<file path="config.mk">
export PLATFORM = sky130hd
export DESIGN_NAME = writeback_regfile_flat
export DESIGN_NICKNAME = d
export VERILOG_FILES = /design/src/rtl/writeback_regfile_if.sv /design/src/rtl/writeback_regfile.sv /design/src/flat_wrapper.sv
export SDC_FILE = /design/constraint.sdc
export NUM_CORES = 2
export LEC_CHECK = 0
export BUFFER_PORTS_ARGS = -buffer_cell sky130_fd_sc_hd__buf_2
export CAP_MARGIN = 25
export CORE_ASPECT_RATIO = 0.75
export CORE_MARGIN = 2
export CORE_UTILIZATION = 45
export CTS_BUF_LIST = sky130_fd_sc_hd__clkbuf_8
export CTS_CLUSTER_DIAMETER = 40
export DETAILED_ROUTE_END_ITERATION = 10
export PLACE_DENSITY = 0.64
export SLEW_MARGIN = 20
export SYNTH_ARGS = -nofsm -noshare
export SYNTH_HDL_FRONTEND = slang
export SYNTH_SLANG_ARGS = --single-unit
</file>
<file path="constraint.sdc">
create_clock -name Clk -period 7.1 [get_ports Clk]
set_clock_uncertainty 0.2 [all_clocks]
set_input_delay 0.71 -clock Clk [delete_from_list [all_inputs] [get_ports Clk]]
set_output_delay 0.71 -clock Clk [all_outputs]
set_load 0.02 [all_outputs]
</file>
<file path="src/rtl/writeback_regfile_if.sv">
// Writeback/register-file bus: MEM/WB register outputs and decode read
// addresses into the block, and read data plus the final writeback
// controls back out to decode and the forwarding unit.
interface writeback_regfile_if #(
  parameter int DATA_W = 32,
  parameter int ADDR_W = 5
);
  // writeback-stage controls and data (from MEM/WB register)
  logic              MemtoRegW;
  logic              RegWriteW;
  logic [DATA_W-1:0] MemReadDataW;
  logic [DATA_W-1:0] ALUResultW;
  logic [ADDR_W-1:0] WriteRegW;
  logic [DATA_W-1:0] PCPlus4W;
  logic              jalW;
  // decode-stage read ports
  logic [ADDR_W-1:0] A1;
  logic [ADDR_W-1:0] A2;
  logic [DATA_W-1:0] RD1;
  logic [DATA_W-1:0] RD2;
  // final writeback values, exported for forwarding
  logic [DATA_W-1:0] ResultW;
  logic [ADDR_W-1:0] WriteRegFinalW;
  logic              WrEnFinalW;

  // pipeline/decode side
  modport master (
    output MemtoRegW, RegWriteW, MemReadDataW, ALUResultW, WriteRegW,
           PCPlus4W, jalW, A1, A2,
    input  RD1, RD2, ResultW, WriteRegFinalW, WrEnFinalW
  );

  // register-file side
  modport slave (
    input  MemtoRegW, RegWriteW, MemReadDataW, ALUResultW, WriteRegW,
           PCPlus4W, jalW, A1, A2,
    output RD1, RD2, ResultW, WriteRegFinalW, WrEnFinalW
  );
endinterface

</file>
<file path="src/rtl/writeback_regfile.sv">
// Writeback stage plus architectural register file.
// Forms ResultW from the MEM/WB controls, commits it on the rising edge,
// and serves two combinational decode read ports with optional
// write-to-read bypass so decode sees the value being written this cycle.
// Storage is flops (not block RAM) because reset must clear every entry
// asynchronously.
module writeback_regfile #(
  parameter int DATA_W    = 32,
  parameter int ADDR_W    = 5,
  parameter int LINK_REG  = 31,
  parameter bit BYPASS_EN = 1'b1
) (
  input logic                Clk,
  input logic                Rst_n,
  writeback_regfile_if.slave wb
);
  localparam int DEPTH    = 2 ** ADDR_W;
  localparam int NUM_RD   = 2;

  logic [DATA_W-1:0] result;
  logic [ADDR_W-1:0] wr_addr;
  logic              wr_en;

  logic [DATA_W-1:0] regs_q [DEPTH];
  logic [DATA_W-1:0] regs_d [DEPTH];

  logic [ADDR_W-1:0] rd_addr [NUM_RD];
  logic [DATA_W-1:0] rd_data [NUM_RD];

  // Result select: jal return address beats memory data beats ALU result.
  assign result  = wb.jalW      ? wb.PCPlus4W     :
                   wb.MemtoRegW ? wb.MemReadDataW : wb.ALUResultW;

  // jal always links through LINK_REG regardless of the decoded destination.
  assign wr_addr = wb.jalW ? ADDR_W'(LINK_REG) : wb.WriteRegW;

  // Register 0 is hardwired to zero, so writes to it are dropped here; reset
  // also blocks commit so nothing presented during reset is kept.
  assign wr_en   = Rst_n & wb.RegWriteW & (wr_addr != '0);

  assign wb.ResultW        = result;
  assign wb.WriteRegFinalW = wr_addr;
  assign wb.WrEnFinalW     = wr_en;

  // Next-state of the array: only the committed entry changes.
  always_comb begin
    regs_d = regs_q;
    if (wr_en) begin
      regs_d[wr_addr] = result;
    end
  end

  // Array state: asynchronously cleared, updated once per edge (last edge wins).
  always_ff @(posedge Clk or negedge Rst_n) begin
    if (!Rst_n) begin
      for (int i = 0; i < DEPTH; i++) begin
        regs_q[i] <= '0;
      end
    end else begin
      regs_q <= regs_d;
    end
  end

  assign rd_addr[0] = wb.A1;
  assign rd_addr[1] = wb.A2;

  // Identical read ports: zero register and reset first, then bypass, then array.
  for (genvar gi = 0; gi < NUM_RD; gi++) begin : g_rd
    logic is_zero;
    logic bypass_hit;

    assign is_zero    = (rd_addr[gi] == '0) | ~Rst_n;
    assign bypass_hit = BYPASS_EN & wr_en & (rd_addr[gi] == wr_addr);

    assign rd_data[gi] = is_zero    ? '0     :
                         bypass_hit ? result : regs_q[rd_addr[gi]];
  end

  assign wb.RD1 = rd_data[0];
  assign wb.RD2 = rd_data[1];
endmodule

</file>
<file path="src/flat_wrapper.sv">
// flat-port wrapper written by rule: the top's interface ports become plain ports
module writeback_regfile_flat 
#(
  parameter int DATA_W    = 32,
  parameter int ADDR_W    = 5,
  parameter int LINK_REG  = 31,
  parameter bit BYPASS_EN = 1'b1
)
  (Clk, Rst_n, wb_MemtoRegW, wb_RegWriteW, wb_MemReadDataW, wb_ALUResultW, wb_WriteRegW, wb_PCPlus4W, wb_jalW, wb_A1, wb_A2, wb_RD1, wb_RD2, wb_ResultW, wb_WriteRegFinalW, wb_WrEnFinalW);
  writeback_regfile_if #(.DATA_W(DATA_W), .ADDR_W(ADDR_W)) wb_i ();
  input logic Clk;
  input logic Rst_n;
  input wire logic [$bits(wb_i.MemtoRegW)-1:0] wb_MemtoRegW;
  input wire logic [$bits(wb_i.RegWriteW)-1:0] wb_RegWriteW;
  input wire logic [$bits(wb_i.MemReadDataW)-1:0] wb_MemReadDataW;
  input wire logic [$bits(wb_i.ALUResultW)-1:0] wb_ALUResultW;
  input wire logic [$bits(wb_i.WriteRegW)-1:0] wb_WriteRegW;
  input wire logic [$bits(wb_i.PCPlus4W)-1:0] wb_PCPlus4W;
  input wire logic [$bits(wb_i.jalW)-1:0] wb_jalW;
  input wire logic [$bits(wb_i.A1)-1:0] wb_A1;
  input wire logic [$bits(wb_i.A2)-1:0] wb_A2;
  output wire logic [$bits(wb_i.RD1)-1:0] wb_RD1;
  output wire logic [$bits(wb_i.RD2)-1:0] wb_RD2;
  output wire logic [$bits(wb_i.ResultW)-1:0] wb_ResultW;
  output wire logic [$bits(wb_i.WriteRegFinalW)-1:0] wb_WriteRegFinalW;
  output wire logic [$bits(wb_i.WrEnFinalW)-1:0] wb_WrEnFinalW;
  assign wb_i.MemtoRegW = wb_MemtoRegW;
  assign wb_i.RegWriteW = wb_RegWriteW;
  assign wb_i.MemReadDataW = wb_MemReadDataW;
  assign wb_i.ALUResultW = wb_ALUResultW;
  assign wb_i.WriteRegW = wb_WriteRegW;
  assign wb_i.PCPlus4W = wb_PCPlus4W;
  assign wb_i.jalW = wb_jalW;
  assign wb_i.A1 = wb_A1;
  assign wb_i.A2 = wb_A2;
  assign wb_RD1 = wb_i.RD1;
  assign wb_RD2 = wb_i.RD2;
  assign wb_ResultW = wb_i.ResultW;
  assign wb_WriteRegFinalW = wb_i.WriteRegFinalW;
  assign wb_WrEnFinalW = wb_i.WrEnFinalW;
  writeback_regfile #(.DATA_W(DATA_W), .ADDR_W(ADDR_W), .LINK_REG(LINK_REG), .BYPASS_EN(BYPASS_EN)) u_core (.Clk(Clk), .Rst_n(Rst_n), .wb(wb_i));
endmodule
</file>
==> metrics.txt <==
status complete, no violations; Area Growth Syn to Fin 10.3%; fmax approximately 190 MHz; hpwl dp 114000 microns; vias in the first global route about 41000; post-synthesis register bit count 1024; fin util 0.502; GP Congestion 0.874; Critical Path Fanout Max 53; Biggest register u_core.regs_q; Int Pwr 0.00987 W; Finished Layout Cells 6631; H-tree depth 4; Root Driver clkbuf_8; share of cells above drive strength 1 0.231; PostCTS Resize Cnt 0; Net Sw Power 0.00420 W; worst rel slew slack 0.234; Reg clk slew, reported paths 0.06 ns; PnR Total Power roughly 0.014 W; pin count of the biggest net entering global routing 165; final WL 192000 microns; CORE AREA 118000 sq um; Yosys cell types 65; clock share of power 0.357; R2R depth 2; Die Ht 303 microns; average wire per standard cell 29.0 microns; max FFs per register 1024; sw frac 0.299; initial antenna violation count 8; DR DRC count 0; nets 5074; worst vdd ir 218 uV; Worst-Skew Late Latency 0.88 ns; type of origin of the critical path input pin; clk sinks 1024; Crit Reg-Reg Startpoint u_core.regs_q[938]; Via density 6.44; Final period util 0.755; Worst Path Required 6.19 ns; TritonCTS clock tree yes; Synth top area share 0.476; max-cap violation count 0; RSZ-0062 raised after global routing no; CP Capture Type output port; area leader, netlist dfrtp_1; via count 42681; global route total overflow 0; most common cell in the netlist nand2_1; CTS buffer count 158; Worst Path Arrival about 4.5 ns; EDFF count, synth 0; Slew @ Worst Pin 1.15 ns; most frequent cells after synthesis 1102 x nand2_1, 1024 x dfrtp_1, 941 x o21ai_0, 476 x mux4_2, 403 x clkbuf_1; Initial Utilization 0.455; Leak 25.8 nW; cells after synthesis 4999; asr flop ratio synth 1.00; number of port buffers 217; die area around 120000 sq um; Ys Warns 0; Synth area leaders dfrtp_1 48%, mux4_2 20%, o21ai_0 8.8%; Cell Rows approximately 110; First DRT Iteration DRCs between 5000 and 6000; Final Max Slew Viols 0; Final Setup Violations 0; All-Layer GR Usage 0.316; num ports approximately 220; Mapped Area 53800 sq um; reg2reg setup slack ~6.1 ns; Pre-antenna DRT Iters 6; Synth Net Count 5115; Worst R2R End u_core.regs_q[938]; min cycle time layout about 5.4 ns; synthesized area per cell between 10 and 15 sq um; register area share after synthesis 0.476; Seq pwr share 0.483; largest registers u_core.regs_q: 1024 flops; CTS max path bufs 3; placed insts 6337; crit path kind in2out; Combinational Power Share 0.161; Die X 403 microns; pwr/cell area around 240 nW/um^2; crit path from Rst_n; top_reg_cell synth dfrtp_1; remaining antenna violation count 0; worst hold path class in2async; Fin Setup TNS 0 ns; first-pass GRT wire length 280000 microns; Final Hold Violating Endpoints 0
metrics by stage:
stage          setup slack, ns  hold slack, ns  cell area [sq um]
2_1_floorplan             3.55           0.214              53800
3_3_place_gp              1.78           0.177              55800
3_5_place_dp              1.85           0.182              55900
4_1_cts                   1.55           0.123              59000
5_1_grt                   1.61           0.171              59300
6_report                  1.74           0.162              59300
timing repair:
item	CTS	global route
hold endpoints to repair	44	0
hold buffers	1	0
buffers inserted	0	0
critical path, stage by stage:
cell           delay [ns]
dlygate4sd3_1        0.56
buf_8                0.39
nand2_1              0.34
a221oi_1             0.50
o221ai_4             0.23
buf_4                0.27
and4b_1              0.25
a211oi_1             0.85
buf_2                0.32
cell families after synthesis:
kind of cell           synth area share
AND/OR/NAND/NOR                   0.104
XOR/XNOR                       0.000651
AO/OA/AOI/OAI                     0.140
flip-flops                        0.476
buffers and inverters            0.0462
multiplexers                      0.233
worst max path at each step:
stage                             to  slack (ns)  cells after the start
after floorplan           wb_RD2[19]        3.55                      7
after global placement    wb_RD2[30]        1.78                      8
after detailed placement  wb_RD1[16]        1.85                      7
after CTS                 wb_RD1[16]        1.55                      8
after global routing      wb_RD2[20]        1.61                      9
final                     wb_RD2[20]        1.74                      9
routing by layer:
layer	track usage	part of all wire
met1	0.438	0.40
met2	0.464	0.43
met3	0.0958	0.13
met4	0.133	0.042
met5	0	0.00038
layout make-up:
class | instances | area, sq um
timing repair buffer | 346 | 2490
multi-input combinational | 3387 | 26000
antenna | 4 | 10.0
clock inverter | 75 | 354
clock buffer | 200 | 2750
fill | 10575 | 58900
tap | 1554 | 1940
inverter | 41 | 158
sequential | 1024 | 25600
layout by cell type, fill, tap and decap left out, types with 12 or more instances in the layout:
| cell type | n |
|---|---|
| buf_12 | 15 |
| o221ai_1 | 18 |
| dfrtp_1 | 1024 |
| nor4_1 | 14 |
| mux2_2 | 59 |
| mux2i_1 | 113 |
| buf_2 | 211 |
| clkbuf_8 | 200 |
| clkinv_2 | 12 |
| o21ai_1 | 117 |
| a21oi_2 | 14 |
| a22oi_1 | 23 |
| o21ai_0 | 941 |
| mux4_2 | 476 |
| nor2_1 | 74 |
| nand2_1 | 1087 |
| a21oi_1 | 32 |
| nand3_1 | 33 |
| o21a_1 | 17 |
| nor2b_1 | 20 |
| a211oi_1 | 50 |
| buf_4 | 103 |
| o22ai_1 | 107 |
| nand2b_1 | 19 |
| inv_1 | 94 |
power groups by stage:
stage / registers [W] / logic [W] / clock network, W
2_1_floorplan: 0.00675 / 0.00149 / 0
3_3_place_gp: 0.00684 / 0.00219 / 0
3_5_place_dp: 0.00687 / 0.00223 / 0
4_1_cts: 0.00677 / 0.00223 / 0.00505
5_1_grt: 0.00685 / 0.00245 / 0.00532
6_report: 0.00679 / 0.00226 / 0.00502
Note: power is estimated with default switching activity, not from simulation.
